## config.mk

```make
export PLATFORM = sky130hd
export DESIGN_NAME = cpu_step_ctrl
export DESIGN_NICKNAME = d
export VERILOG_FILES = /design/src/rtl/cpu_step_ctrl.sv
export SDC_FILE = /design/constraint.sdc
export NUM_CORES = 1
export LEC_CHECK = 0
export ABC_CLOCK_PERIOD_IN_PS = 3910
export CAP_MARGIN = 20
export CORE_UTILIZATION = 35
export DETAILED_ROUTE_END_ITERATION = 6
export PLACE_DENSITY = 0.66
export SYNTH_ARGS = -nofsm -noshare
export SYNTH_HDL_FRONTEND = slang
export SYNTH_SLANG_ARGS = --single-unit
```

## constraint.sdc

```tcl
create_clock -name iCLK -period 3.91 [get_ports iCLK]
set_input_delay 0.391 -clock iCLK [delete_from_list [all_inputs] [get_ports iCLK]]
set_output_delay 0.391 -clock iCLK [all_outputs]
set_load 0.05 [all_outputs]
```

## src/rtl/cpu_step_ctrl.sv

```systemverilog
// rtl/cpu_step_ctrl.sv - run/step sequencer with debounced keys; breakpoint and HALT present when CLKCTRL_BREAKPOINT_EN is defined
// Single clock domain: the datapath samples the one-cycle oCPUEn on iCLK.

module cpu_step_debounce #(
  parameter int DEBOUNCE_CYCLES = 500000
) (
  input  logic clk,
  input  logic resetn,
  input  logic key_n,
  output logic press
);
  localparam int CW = (DEBOUNCE_CYCLES < 2) ? 1 : $clog2(DEBOUNCE_CYCLES);

  logic          sync1_q, sync1_d;
  logic          sync2_q, sync2_d;
  logic          level_q, level_d;
  logic          armed_q, armed_d;
  logic          press_q, press_d;
  logic [CW-1:0] cnt_q, cnt_d;

  // Until a released level has been seen after reset, a key held through reset cannot fire.
  always_comb begin
    sync1_d = key_n;
    sync2_d = sync1_q;
    level_d = level_q;
    armed_d = armed_q | sync2_q;
    cnt_d   = '0;
    press_d = 1'b0;
    if (armed_q && (sync2_q != level_q)) begin
      if (cnt_q == CW'(DEBOUNCE_CYCLES - 1)) begin
        level_d = sync2_q;
        press_d = ~sync2_q;
      end else begin
        cnt_d = cnt_q + 1'b1;
      end
    end
  end

  always_ff @(posedge clk) begin
    if (!resetn) begin
      sync1_q <= 1'b0;
      sync2_q <= 1'b0;
      level_q <= 1'b1;
      armed_q <= 1'b0;
      press_q <= 1'b0;
      cnt_q   <= '0;
    end else begin
      sync1_q <= sync1_d;
      sync2_q <= sync2_d;
      level_q <= level_d;
      armed_q <= armed_d;
      press_q <= press_d;
      cnt_q   <= cnt_d;
    end
  end

  assign press = press_q;
endmodule

module cpu_step_ctrl #(
  parameter int DEBOUNCE_CYCLES = 500000,
  parameter int SLOW_DIV        = 10000000,
  parameter int FAST_DIV        = 31,
  parameter int PC_W            = 64
) (
  input  logic            iCLK,
  input  logic            iReset_n,
  input  logic            iKeyStep,
  input  logic            iKeyMode,
  input  logic            iKeySpeed,
  input  logic            iBreakEn,
  input  logic [PC_W-1:0] iBreakPC,
  input  logic [PC_W-1:0] iPC,
  output logic            oCPUEn,
  output logic [1:0]      oState,
  output logic            oFast,
  output logic [31:0]     oCycleCount
);
  typedef enum logic [1:0] {
    ST_MANUAL = 2'd0,
    ST_RUN    = 2'd1,
    ST_HALT   = 2'd2
  } state_e;

  localparam int DIV_MAX = (SLOW_DIV > FAST_DIV) ? SLOW_DIV : FAST_DIV;
  localparam int DW      = (DIV_MAX < 2) ? 1 : $clog2(DIV_MAX);

  logic step_ev, mode_ev, speed_ev;

  cpu_step_debounce #(.DEBOUNCE_CYCLES(DEBOUNCE_CYCLES)) u_db_step (
    .clk(iCLK), .resetn(iReset_n), .key_n(iKeyStep), .press(step_ev)
  );
  cpu_step_debounce #(.DEBOUNCE_CYCLES(DEBOUNCE_CYCLES)) u_db_mode (
    .clk(iCLK), .resetn(iReset_n), .key_n(iKeyMode), .press(mode_ev)
  );
  cpu_step_debounce #(.DEBOUNCE_CYCLES(DEBOUNCE_CYCLES)) u_db_speed (
    .clk(iCLK), .resetn(iReset_n), .key_n(iKeySpeed), .press(speed_ev)
  );

  state_e          state_q, state_d;
  logic            en_q, en_d;
  logic            fast_q, fast_d;
  logic [DW-1:0]   div_q, div_d;
  logic [DW-1:0]   div_last;
  logic [31:0]     cycle_count_q, cycle_count_d;
  logic            fire;
  logic            bp_hit;

`ifdef CLKCTRL_BREAKPOINT_EN
  logic brk_sync1_q, brk_sync1_d;
  logic brk_sync2_q, brk_sync2_d;
  logic bp_skip_q, bp_skip_d;

  assign brk_sync1_d = iBreakEn;
  assign brk_sync2_d = brk_sync1_q;
  assign bp_hit      = brk_sync2_q && (iPC == iBreakPC) && !bp_skip_q;

  always_ff @(posedge iCLK) begin
    if (!iReset_n) begin
      brk_sync1_q <= 1'b0;
      brk_sync2_q <= 1'b0;
      bp_skip_q   <= 1'b0;
    end else begin
      brk_sync1_q <= brk_sync1_d;
      brk_sync2_q <= brk_sync2_d;
      bp_skip_q   <= bp_skip_d;
    end
  end
`else
  logic unused_bp;
  assign unused_bp = ^{iBreakEn, iBreakPC, iPC};
  assign bp_hit    = 1'b0;
`endif

  // Mode beats step and divider fire; speed is handled independently of both.
  always_comb begin
    state_d  = state_q;
    en_d     = 1'b0;
    fast_d   = fast_q ^ speed_ev;
    div_last = fast_q ? DW'(FAST_DIV - 1) : DW'(SLOW_DIV - 1);
    fire     = (state_q == ST_RUN) && (div_q == div_last);
`ifdef CLKCTRL_BREAKPOINT_EN
    bp_skip_d = bp_skip_q;
`endif
    case (state_q)
      ST_MANUAL: begin
        if (mode_ev) begin
          state_d = ST_RUN;
`ifdef CLKCTRL_BREAKPOINT_EN
          bp_skip_d = 1'b1;
`endif
        end else if (step_ev) begin
          en_d = 1'b1;
        end
      end
      ST_RUN: begin
        if (mode_ev) begin
          state_d = ST_MANUAL;
        end else if (fire) begin
          if (bp_hit) begin
            state_d = ST_HALT;
          end else begin
            en_d = 1'b1;
`ifdef CLKCTRL_BREAKPOINT_EN
            bp_skip_d = 1'b0;
`endif
          end
        end
      end
`ifdef CLKCTRL_BREAKPOINT_EN
      ST_HALT: begin
        if (mode_ev) begin
          state_d   = ST_RUN;
          bp_skip_d = 1'b1;
        end else if (step_ev) begin
          en_d    = 1'b1;
          state_d = ST_MANUAL;
        end
      end
`endif
      default: state_d = ST_MANUAL;
    endcase

    if (speed_ev || fire || (state_q != ST_RUN) || (state_d != ST_RUN)) begin
      div_d = '0;
    end else begin
      div_d = div_q + 1'b1;
    end
    cycle_count_d = cycle_count_q + {31'd0, en_d};
  end

  always_ff @(posedge iCLK) begin
    if (!iReset_n) begin
      state_q       <= ST_MANUAL;
      en_q          <= 1'b0;
      fast_q        <= 1'b0;
      div_q         <= '0;
      cycle_count_q <= '0;
    end else begin
      state_q       <= state_d;
      en_q          <= en_d;
      fast_q        <= fast_d;
      div_q         <= div_d;
      cycle_count_q <= cycle_count_d;
    end
  end

  assign oCPUEn      = en_q;
  assign oState      = state_q;
  assign oFast       = fast_q;
  assign oCycleCount = cycle_count_q;
endmodule

```

# Yosys cells after proc, flatten, opt, wreduce, memory -nomap -nowiden
# Index checks and enable logic that the tools add are counted.
[op_classes]
n_addsub = 5
n_eq_ne = 10
n_mux = 9
bitwise_logic = 11
n_reduce_logical = 18
[ops]
columns = ["op", "n"]
rows = [
  ["adder 19 x 1 -> 19 bit, second input constant", 3],
  ["equality test 19 bit, second input constant", 3],
  ["adder 32 x 1 -> 32 bit", 1],
  ["adder 24 x 1 -> 24 bit, second input constant", 1],
  ["equality test 24 bit", 1],
  ["two-way mux 24 bit", 1],
  ["AND reduction 3 bit", 3],
  ["OR reduction 3 bit", 3],
  ["NOT 1 bit", 7],
  ["AND reduction 2 bit", 3],
  ["logical AND 1 bit", 4],
  ["two-way mux 1 bit", 4],
  ["two-way mux 2 bit", 2],
  ["!= test 2 x 1 -> 1 bit, second input constant", 2],
  ["one-hot mux 2 bit (2 select lines)", 1],
  ["logical OR 1 bit", 3],
  ["!= test 1 bit", 3],
  ["bitwise OR 1 bit", 3],
  ["equality test 2 x 1 -> 1 bit, second input constant", 1],
  ["zero test 2 bit", 1],
  ["one-hot mux 1 bit (2 select lines)", 1],
  ["OR reduction 2 bit", 1],
  ["XOR 1 bit", 1],
]
[word_totals]
register_bits = 132
inputBits = 134

# Depth between registers and ports, before layout
[logic_depth]
depth_word = 7
depth_mapped = 13
mapped_depth_nobuf = 10

# Modules after synthesis
# A second synthesis with hierarchy kept.
[unflattened]
cells_unflattened = 686
area_unflattened_um2 = 6012.0
[by_module_without_submodules]
columns = ["mod", "instances", "cells_per_inst", "area_each_um2", "seq_area_each_um2"]
rows = [
  ["cpu_step_debounce", 3, 120, 1061.0, 480.5],
  ["cpu_step_ctrl", 1, 326, 2829.0, 1201.2],
]

# Least setup slack after synthesis
# No wires, ideal clock.
[synth_path]
path_kind = "reg-to-reg"
start = "reg fast_q, in the netlist oFast"
end = "reg cycle_count_q[23], in the netlist oCycleCount[23]"
arrival_ps = 3459
slack_ps = 380
stages_incl_launch_ff = 12
n_path_buf = 2
period_less_slack_ps = 3530
cell_sequence = "dfxtp_1 nand4b_1 or4_4 a2111oi_4 buf_6 o21a_1 ha_1 nand3_1 or4_1 buf_2 or4_1 a21oi_1"
[synth_via]
elab_chain_cells = 7
[synth_lines]
columns = ["element", "line_no", "source"]
rows = [
  ["from (decl)", "102", "logic fast_q, fast_d;"],
  ["from (signal assigned)", "202", "fast_q <= fast_d;"],
  ["two-way mux 24 bit", "140", "div_last = fast_q ? DW'(FAST_DIV - 1) : DW'(SLOW_DIV - 1);"],
  ["equality test 24 bit", "141", "fire = (state_q == ST_RUN) && (div_q == div_last);"],
  ["logical AND 1 bit", "141", ""],
  ["two-way mux 1 bit", "159", "end else if (fire) begin"],
  ["two-way mux 1 bit", "157", "if (mode_ev) begin"],
  ["one-hot mux 1 bit (2 select lines)", "145", "case (state_q)"],
  ["via en_d", "101", "logic en_q, en_d;"],
  ["adder 32 x 1 -> 32 bit", "189", "cycle_count_d = cycle_count_q + {31'd0, en_d};"],
  ["to (signal assigned)", "204", "cycle_count_q <= cycle_count_d;"],
  ["to (decl)", "105", "logic [31:0] cycle_count_q, cycle_count_d;"],
]
# The timed path passes the listed nets, and every way through them passes these cells.
# A chain may end at the register's enable or synchronous reset.

# Worst setup path in the final report
[layout_path]
start = "reg div_q[9]"
end = "reg cycle_count_q[23], in the netlist oCycleCount[23]"
[layout_via]
elab_chain_cells = 6
[layout_lines]
columns = ["element", "line_no", "source"]
rows = [
  ["from (decl)", "103", "logic [DW-1:0] div_q, div_d;"],
  ["from (signal assigned)", "203", "div_q <= div_d;"],
  ["equality test 24 bit", "141", ""],
  ["logical AND 1 bit", "141", ""],
  ["two-way mux 1 bit", "159", ""],
  ["two-way mux 1 bit", "157", ""],
  ["one-hot mux 1 bit (2 select lines)", "145", ""],
  ["via en_d", "101", ""],
  ["adder 32 x 1 -> 32 bit", "189", ""],
]
# The timed path passes the listed nets, and every way through them passes these cells.

==> impl_metrics.env <==
export IMPL_status="finished clean"
export IMPL_synthCells=673
export IMPL_first_global_vias=4451
export IMPL_cts_tree="yes"
export IMPL_combPwrFrac_pct=1.2
export IMPL_drcViolationCount=0
export IMPL_drv_cap=0
export IMPL_critPathCaptureType="flop"
export IMPL_cts_buffers=17
export IMPL_finalNonFillerCells=947
export IMPL_r2r_cells=9
export IMPL_cts_root_buffer="clkbuf_16"
export IMPL_clock_skew_ns=0.00835
export IMPL_die_w_um=132
export IMPL_start_util_pct=35.7
export IMPL_drt_total_wl_um=11900
export IMPL_max_stage_delay_ns=0.69
export IMPL_setup_viol=0
export IMPL_htree_levels=4
export IMPL_gp_congestion=0.791
export IMPL_area_delta_synth_final_pct=21.2
export IMPL_power_switching_mw=0.591
export IMPL_pwr_share_seq_pct=44.6
export IMPL_synth_edf_count=0
export IMPL_clockBufferDepth=2
export IMPL_clk_latency_ns=0.41
export IMPL_crit_cells=9
export IMPL_antenna_found_initial=0
export IMPL_r2r_end="oCycleCount[23]$_SDFF_PN0_"
export IMPL_die_area_um2=17400
export IMPL_ff_latch_area_um2=2640
export IMPL_grt_overflow=0
export IMPL_reg2reg_slack_ns=0.46
export IMPL_hold_class="flop to flop"
export IMPL_cts_hold_buf=0
export IMPL_path_clk_slew_ns=0.06
export IMPL_final_setup_tns_ns=0
export IMPL_dp_hpwl_um=7870
export IMPL_crit_buf_inv=0
export IMPL_seq_area_frac_synth_pct=44.8
export IMPL_drive_gt1_share_pct=6.88
export IMPL_p_total_mw=3.04
export IMPL_endpoint="oCycleCount[23]$_SDFF_PN0_"
export IMPL_grt_max_degree=32
export IMPL_portBuffers=40
export IMPL_crit_chain="nand3_1, or4_4, a2111oi_4, o21a_1, ha_1, nand3_1, or4_1, or4_1, a21oi_1"
export IMPL_required_ns=4.25
export IMPL_r2r_start="div_q[9]$_SDFF_PP0_"
export IMPL_path_class="flop to flop"
export IMPL_power_leakage_nw=2.19
export IMPL_synth_warnings=0
export IMPL_synth_cell_area_um2=5900
export IMPL_dp_cells=915
export IMPL_max_freq_mhz=290
export IMPL_ant_nets=0
export IMPL_fp_dieH_um=132
export IMPL_cts_sinks=132
export IMPL_power_density_nw_per_um2=426
export IMPL_crit_start="div_q[9]$_SDFF_PP0_"
export IMPL_vdd_ir_drop_max_mv=0.288
export IMPL_coreArea_um2=16500
export IMPL_cp_start_kind="flop"
export IMPL_vias=4891
export IMPL_ys_seq_elements=132
export IMPL_synth_top_flop_cell="dfxtp_1"
export IMPL_syn_num_nets=813
export IMPL_cp_top_family="simple AND/OR/NAND/NOR gates"
export IMPL_synthArstFlopShare_pct=0
export IMPL_slew_limit_headroom_pct=43.5
export IMPL_final_nets=854
export IMPL_sw_frac_of_total_pct=19.4
export IMPL_initialDrtViolationCount=314
export IMPL_gr_usage_met2_pct=22.2
export IMPL_internal_power_mw=2.45
export IMPL_first_pass_iters=4
export IMPL_viasPerCell=5.16
export IMPL_synth_distinct_cells=47
export IMPL_route_detailed_wl_per_inst_um=12.6
export IMPL_grt_util_all_layers_pct=14.7
export IMPL_n_fill_cell=1634
export IMPL_post_cts_resized=0
export IMPL_tightest_slew_ns=0.848
export IMPL_fin_crit_sh_pct=88.1
export IMPL_min_period_ns=3.45
export IMPL_post_cts_repair_setup_buffers=0
export IMPL_cp_slowest_cell="or4_1"
export IMPL_rows=47
export IMPL_multi_input_area_um2=3070
export IMPL_maxSlewViolCount=0
export IMPL_worstPathMaxFanout=18
export IMPL_synth_area_per_cell_um2=8.76
export IMPL_ios=170
export IMPL_clock_power_share_pct=54.2
export IMPL_rsz0062_at_grt="no"
export IMPL_hold_viol=0
export IMPL_grt_busiest_layer="met2"
export IMPL_n_antenna_cell=0
export IMPL_final_cell_mix="dfxtp_1, nor2_1, nand2_1"
export IMPL_use_met3_pct=4.61
export IMPL_grt_pass1_wl_um=21000
export IMPL_use_met1_pct=19.8
export IMPL_layout_commonest_cell="dfxtp_1"
export IMPL_arrival_ns=3.78
[logic make-up (layout without fill, tap and decap cells)]
family	Yosys count	after routing	share of synthesized area (%)
XOR/XNOR	65	65	9.65
other	1	1	0.0636
AND/OR/NAND/NOR	333	333	30.4
adder cells (fa/ha/maj)	6	6	1.27
multiplexers	6	6	1.02
buffers and inverters	46	100	3.23
AO/OA/AOI/OAI	84	84	9.53
flip-flops	132	132	44.8
[registers in the layout, indices dropped and copies added (netlist names)]
name	count
oCycleCount	32
div_q	24
u_db_mode.cnt_q	19
u_db_speed.cnt_q	19
u_db_step.cnt_q	19
oState	2
oCPUEn	1
oFast	1
u_db_mode.armed_q	1
u_db_mode.level_q	1
u_db_mode.press	1
u_db_mode.sync1_q	1
u_db_mode.sync2_q	1
u_db_speed.armed_q	1
u_db_speed.level_q	1
u_db_speed.press	1
u_db_speed.sync1_q	1
u_db_speed.sync2_q	1
u_db_step.armed_q	1
u_db_step.level_q	1
u_db_step.press	1
u_db_step.sync1_q	1
u_db_step.sync2_q	1
[area by class of cell]
class	instances	area share, %
Multi-Input combinational cell	495	43.0
Sequential cell	132	37.0
Clock buffer	24	7.02
Timing Repair Buffer	48	6.44
Tap cell	220	3.85
Clock inverter	8	1.70
Inverter	20	1.05
[Yosys cell counts (5+ instances only)]
library cell	instances	share of area, %
o21ai_0	15	1.3
xor2_1	26	3.9
nand4_1	24	2.5
and2_1	12	1.3
a211oi_1	9	1.1
and4_1	8	1.2
a21oi_1	28	2.4
inv_1	20	1.3
ha_1	6	1.3
nand3_1	40	3.4
nand2_1	46	2.9
dfxtp_1	132	45
nor2_1	69	4.4
mux2i_1	6	1.0
and3_1	10	1.1
nor3_1	33	2.8
buf_2	5	0.42
or4_1	22	2.8
nor4_1	17	1.8
or2_2	5	0.53
nand2b_1	8	0.85
clkbuf_1	19	1.2
o31ai_1	19	2.4
xnor2_1	39	5.8
or3_1	22	2.3
[worst reg2reg max path: cells and delay by family (launching register included)]
family	cells	cell delay, ns
AO/OA/AOI/OAI	3	0.72
adder cells (fa/ha/maj)	1	0.16
flip-flops	1	0.48
AND/OR/NAND/NOR	5	2.02
[power groups by stage]
stage          Combinational (mW)  Clock, mW  Sequential, mW
2_1_floorplan              0.0217          0            1.39
5_1_grt                    0.0408       1.76            1.36
4_1_cts                    0.0367       1.69            1.36
6_report                   0.0361       1.65            1.36
3_5_place_dp               0.0366          0            1.39
3_3_place_gp               0.0363          0            1.39
[worst min-delay path by stage]
| stage | startpoint | end | slack [ns] | depth (start not counted) |
|---|---|---|---|---|
| 6_report | u_db_step.sync1_q$_SDFF_PN0_ | u_db_step.sync2_q$_SDFF_PN0_ | 0.43 | 1 |
| 2_1_floorplan | u_db_mode.sync1_q$_SDFF_PN0_ | u_db_mode.sync2_q$_SDFF_PN0_ | 0.41 | 1 |
| 3_5_place_dp | u_db_step.sync1_q$_SDFF_PN0_ | u_db_step.sync2_q$_SDFF_PN0_ | 0.42 | 1 |
| 4_1_cts | u_db_step.sync1_q$_SDFF_PN0_ | u_db_step.sync2_q$_SDFF_PN0_ | 0.43 | 1 |
| 5_1_grt | u_db_speed.cnt_q[0]$_SDFF_PP0_ | u_db_speed.cnt_q[0]$_SDFF_PP0_ | 0.46 | 1 |
| 3_3_place_gp | u_db_step.sync1_q$_SDFF_PN0_ | u_db_step.sync2_q$_SDFF_PN0_ | 0.41 | 1 |
[stage by stage]
stage	hold WS [ns]	instance area, um2	util, %	setup slack (ns)
5_1_grt	0.464	7150	43.2	0.267
4_1_cts	0.434	7150	43.2	0.460
6_report	0.430	7150	43.2	0.464
3_5_place_dp	0.418	6520	39.5	0.486
3_3_place_gp	0.414	6520	39.5	0.506
2_1_floorplan	0.412	5900	-	0.380
[layer usage]
| layer | routed length (um) | part of all wire (%) | up-vias |
|---|---|---|---|
| met3 | 507 | 4.3 | 6 |
| li1 | - | - | 2511 |
| met1 | 6150 | 52 | 2304 |
| met5 | 0 | 0 | - |
| met2 | 5130 | 43 | 70 |
| met4 | 95 | 0.80 | 0 |
Power figures use the tool's default switching activity.
==> edit 1 (same flow settings) <==
`DEBOUNCE_CYCLES` is set to 500000 in 2 places; all go to 250000.
--- a/src/rtl/cpu_step_ctrl.sv
+++ b/src/rtl/cpu_step_ctrl.sv
@@ -2,7 +2,7 @@
 // Single clock domain: the datapath samples the one-cycle oCPUEn on iCLK.
 
 module cpu_step_debounce #(
-  parameter int DEBOUNCE_CYCLES = 500000
+  parameter int DEBOUNCE_CYCLES = 250000
 ) (
   input  logic clk,
   input  logic resetn,
@@ -58,7 +58,7 @@
 endmodule
 
 module cpu_step_ctrl #(
-  parameter int DEBOUNCE_CYCLES = 500000,
+  parameter int DEBOUNCE_CYCLES = 250000,
   parameter int SLOW_DIV        = 10000000,
   parameter int FAST_DIV        = 31,
   parameter int PC_W            = 64
Check against the original RTL: same outputs for any inputs over 10 cycles, from zero or initial values and one cycle with iReset_n low; that may be too few to reach the edited logic, so the function may still have changed.
==> edit 1 against the unedited design <==
Non-clock buffer count is 2 lower; area after synthesis is 3.1% lower; clock skew hardly changed; sequential cell count is 3 lower; cell area is 2.8% lower; hold slack worse by 0.0021 ns; power is 0.77% lower; critical path depth is 1 higher; cell count is 3.4% lower; routed wire length is 5.2% lower; setup slack better by 0.023 ns; via count is 5.0% lower; core utilization is 0.49 points higher; critical path type unchanged; largest power group unchanged; highest routed layer unchanged.
==> edit 1: results <==
[run_status]
status = completed

[final_layout]
largest_reg_flops = 32
n_antenna_cell = 0
fin_nets = 827
drive_gt1_share_pct = 6.72

[clocking]
cts_max_path_buffers = 2
numCtsBuffers = 17
clk_latency_ns = 0.41
path_clk_slew_ns = 0.06
cts-root-buf = clkbuf_16
htreeDepth = 4

[setup_path]
arrival_ns = 3.77
timing.rr.start = div_q[9]
r2r_cells = 10
reg2reg_slack_ns = 0.49
startpoint_type = flip-flop
crit_end = oCycleCount[30]
crit_path_max_fanout = 17

[logic_synthesis]
synth_compound_area_share_pct = 9.94
synth_cell_types = 49
syn_nets = 786
synth_area_leaders = dfxtp_1, xnor2_1, nor2_1
seq_area_frac_synth_pct = 45.2
ys_top_cells_by_count = dfxtp_1, nor2_1, xnor2_1, nand3_1, nor3_1
muxShareOfSynthArea_pct = 0.175
ys_warn_count = 0
synth_xor_area_share_pct = 9.96
synthAdderAreaFrac_pct = 1.31
async_flop_share_pct = 0

[power]
netSwitchingFraction_pct = 19.2
vdd_ir_drop_max_v = 0.000300
leakage_nw = 2.08

[route]
drt-pass1-iter-count = 5
avgViaCountPerCell = 5.08
wl_um = 11300
drt_iter0_markers = 217
ant_nets = 0

[global_route]
track_usage_pct = 14.2
grt_pass1_wl_um = 19000
grt_pass1_vias = 4151
grt_max_degree = 33
antenna_found_initial = 0

[sta]
worst_slew_pin_slew_ns = 0.989
finClkSkew_ns = 0.00787

[hold_path]
hold_depth = 1
hp-start = u_db_step.sync1_q
holdCritPathClass = reg2reg

[placement]
placed_cell_area_um2 = 6320
post-dp-hpwl_um = 7460
numPortBuffers = 40
gp_congestion = 0.767

[job]
maxCapViolations = 0
-- edit 1: worst max-delay path: stages, from the launching register on --
cell and delay [ns]:
dfxtp_1 0.44, nand3_1 0.12, or4_4 0.56, a2111oi_4 0.38, o21a_1 0.16, ha_1 0.19
ha_1 0.21, nand3_1 0.11, or4_4 0.61, or4_1 0.43, a21oi_1 0.15
-- edit 1: area by class of cell --
type | count | area, µm²
Multi-Input combinational cell | 474 | 2950
Sequential cell | 129 | 2580
Tap cell | 216 | 270
Inverter | 19 | 71.3
Clock buffer | 20 | 467
Fill cell | 1576 | 8940
Clock inverter | 11 | 160
Timing Repair Buffer | 46 | 449
-- edit 1: power groups by stage --
stage / Clock [mW] / Combinational (mW) / Sequential (mW)
floorplan: 0 / 0.0206 / 1.35
global placement: 0 / 0.0355 / 1.35
detailed placement: 0 / 0.0362 / 1.35
CTS: 1.69 / 0.0363 / 1.33
global route: 1.75 / 0.0399 / 1.33
finish: 1.66 / 0.0355 / 1.33
-- edit 1: cells by family (layout without fill, tap and decap cells) --
family / Yosys count / count (layout)
compound gates: 90 / 90
simple gates: 311 / 311
other cells: 1 / 1
fa+ha+maj: 6 / 6
buf+inv: 43 / 96
mux: 1 / 1
flops: 129 / 129
xor+xnor: 65 / 65
-- edit 1: worst min path at each step --
stage | endpoint | slack [ns]
after floorplan | u_db_mode.sync2_q | 0.41
after global placement | u_db_mode.sync2_q | 0.42
after detailed placement | u_db_mode.sync2_q | 0.42
after CTS | u_db_mode.sync2_q | 0.43
after global routing | u_db_mode.sync2_q | 0.44
final | u_db_step.sync2_q | 0.43
-- edit 1: routing by layer --
| metal | share of wire (%) | track usage (%) |
|---|---|---|
| met1 | 50 | 17.8 |
| met2 | 46 | 22.5 |
| met3 | 3.8 | 4.96 |
| met4 | 0.58 | 4.92 |
| met5 | 0 | 0 |
-- edit 1: timing repair --
action | in CTS | in global routing
resized for setup | 0 | 1
setup endpoints to repair | 0 | 1
buffers inserted | 0 | 0
-- edit 1: metrics by stage --
step / cells / setup slack (ns) / power [mW]
after floorplan: 646 / 0.171 / 1.38
final: 915 / 0.486 / 3.02
after global routing: 915 / 0.194 / 3.12
after global placement: 883 / 0.285 / 1.39
after detailed placement: 884 / 0.292 / 1.39
after CTS: 915 / 0.279 / 3.05
==> edit 2 (same flow settings) <==
Without the edit above. Register the output `oCycleCount` once more, with the module's reset; this adds one clock of latency there. The other outputs are not delayed to match.
--- a/src/rtl/cpu_step_ctrl.sv
+++ b/src/rtl/cpu_step_ctrl.sv
@@ -208,6 +208,12 @@
   assign oCPUEn      = en_q;
   assign oState      = state_q;
   assign oFast       = fast_q;
-  assign oCycleCount = cycle_count_q;
+  always_ff @(posedge iCLK) begin
+    if (!iReset_n) begin
+      oCycleCount <= '0;
+    end else begin
+      oCycleCount <= cycle_count_q;
+    end
+  end
 endmodule
 
Formal check against the unedited RTL: same outputs for any inputs over 10 cycles, from zero or initial values and one cycle with iReset_n low; that may be too few to reach the edited logic, so the function may still have changed.
==> edit 2 against the unedited design <==
Clock power is 13% higher; die area is 14% higher; routed wire length is 5.6% higher; sequential cell count is 32 higher; cell area is 13% higher; power is 18% higher; count of clock-buffer cells in the layout is 5 lower; setup slack worse by 0.070 ns; area after synthesis is 14% higher.
==> edit 2: results <==
[placement]
numPortBuffers = 40
post-place-ws_ns = 0.400
post-dp-hpwl_um = 8370
gp_congestion = 0.763

[clocking]
numCtsBuffers = 17
postCtsSetupRepairBufs = 0
cts_max_path_buffers = 2
cts_resized = 0
htreeDepth = 4
path_clk_slew_ns = 0.06
cts-root-buf = clkbuf_16
clk_latency_ns = 0.42

[logic_synthesis]
ys_top_cells_by_count = dfxtp_1, nor2_1, nand2_1, nand3_1, and2_1
synth_top_flop_cell = dfxtp_1
synth_cell_types = 51
synth_area_leaders = dfxtp_1, xor2_1, nor2_1
seq_area_frac_synth_pct = 48.6
async_flop_share_pct = 0
ys_warn_count = 0
syn_nets = 881

[setup_path]
crit_path_max_fanout = 9
r2r_cells = 10
arrival_ns = 3.87

[run_status]
status = completed

[global_route]
grt_pass1_vias = 4713
antenna_found_initial = 0
grt_pass1_wl_um = 22200
grt_max_degree = 44
track_usage_pct = 13.6

[hold_path]
hold_depth = 1
holdCritPathClass = reg2reg

[route]
drt_iter0_markers = 368
post_drt_wl_per_cell_um = 12.0
dr_total_vias = 5124
ant_nets = 0
drt-pass1-iter-count = 4

[sta]
finalSetupTns_ns = 0
relSlewSlack_pct = 46.2
finClkSkew_ns = 0.00890

[power]
vdd_ir_drop_max_v = 0.000220
leakage_nw = 2.55

[final_layout]
n_antenna_cell = 0
fin_nets = 912
drive_gt1_share_pct = 6.50
reg.largest.list = cycle_count_q (32), oCycleCount (32), div_q (24)
[edit 2: cell types whose count changed in the layout (fill, tap and decap cells not counted), moves of 6 or more]
| cell | before | now |
|---|---|---|
| nand4_1 | 24 | 34 |
| xnor2_1 | 39 | 30 |
| dfxtp_1 | 132 | 164 |
| mux2i_1 | 6 | 0 |
| nor2_1 | 69 | 78 |
| xor2_1 | 26 | 36 |
| nand2b_1 | 8 | 0 |
| and2_1 | 12 | 40 |
[edit 2: metrics by stage]
step / area, µm² / hold WS, ns / std cells
final: 8040 / 0.456 / 1045
after floorplan: 6750 / 0.412 / 741
after detailed placement: 7370 / 0.444 / 1013
after global routing: 8040 / 0.479 / 1045
after CTS: 8040 / 0.463 / 1045
after global placement: 7370 / 0.432 / 1013
[edit 2: path summary, 6_finish.rpt]
| check | startpoint | end | slack [ns] |
|---|---|---|---|
| max | div_q[9] | cycle_count_q[26] | 0.39 |
| max reg2reg | div_q[9] | cycle_count_q[26] | 0.39 |
| min reg2reg | u_db_step.cnt_q[0] | u_db_step.cnt_q[0] | 0.46 |
| min | u_db_step.cnt_q[0] | u_db_step.cnt_q[0] | 0.46 |
[edit 2: cell families (layout without fill, tap and decap cells)]
| logic type | count (synthesis) | count (layout) | share of synthesized area [%] |
|---|---|---|---|
| simple gates | 365 | 365 | 29.6 |
| flops | 164 | 164 | 48.6 |
| compound gates | 83 | 83 | 8.05 |
| xor+xnor | 66 | 66 | 8.57 |
| buf+inv | 51 | 95 | 3.11 |
| fa+ha+maj | 6 | 6 | 1.11 |
| mux | 5 | 5 | 0.834 |
| other cells | 1 | 1 | 0.0556 |
[edit 2: layout make-up]
class / count / area [µm²]
clock buffer: 19 / 453
clock inverter: 13 / 218
timing repair buffer: 45 / 438
tap: 260 / 325
multi-input combinational: 526 / 3260
sequential: 164 / 3280
inverter: 18 / 67.6
fill: 1811 / 10800
[edit 2: critical path, cell delays in order (launching register included)]
cell and delay, ns:
dfxtp_1 0.46, nand4_1 0.14, or4_4 0.55, a2111oi_4 0.39, o21a_1 0.16, ha_1 0.18, ha_1 0.19, and2_1 0.29
nand4_1 0.37, or4_1 0.58, a21oi_1 0.15
[edit 2: where the power goes]
group	leakage, nW	switching [mW]	internal [mW]
sequential	1.32	0.00532	1.68
combinational	0.910	0.0252	0.0122
clock	0.321	0.687	1.18
total	2.55	0.718	2.87
[edit 2: per-layer routing]
layer  routed length, µm  global-route usage, %  vias to the layer above
met4                 179                   5.26                        0
met5                   0                      0                        -
met3                 326                   3.09                       12
li1                    -                      -                     2707
met2                5500                   20.9                       69
met1                6560                   18.4                     2336
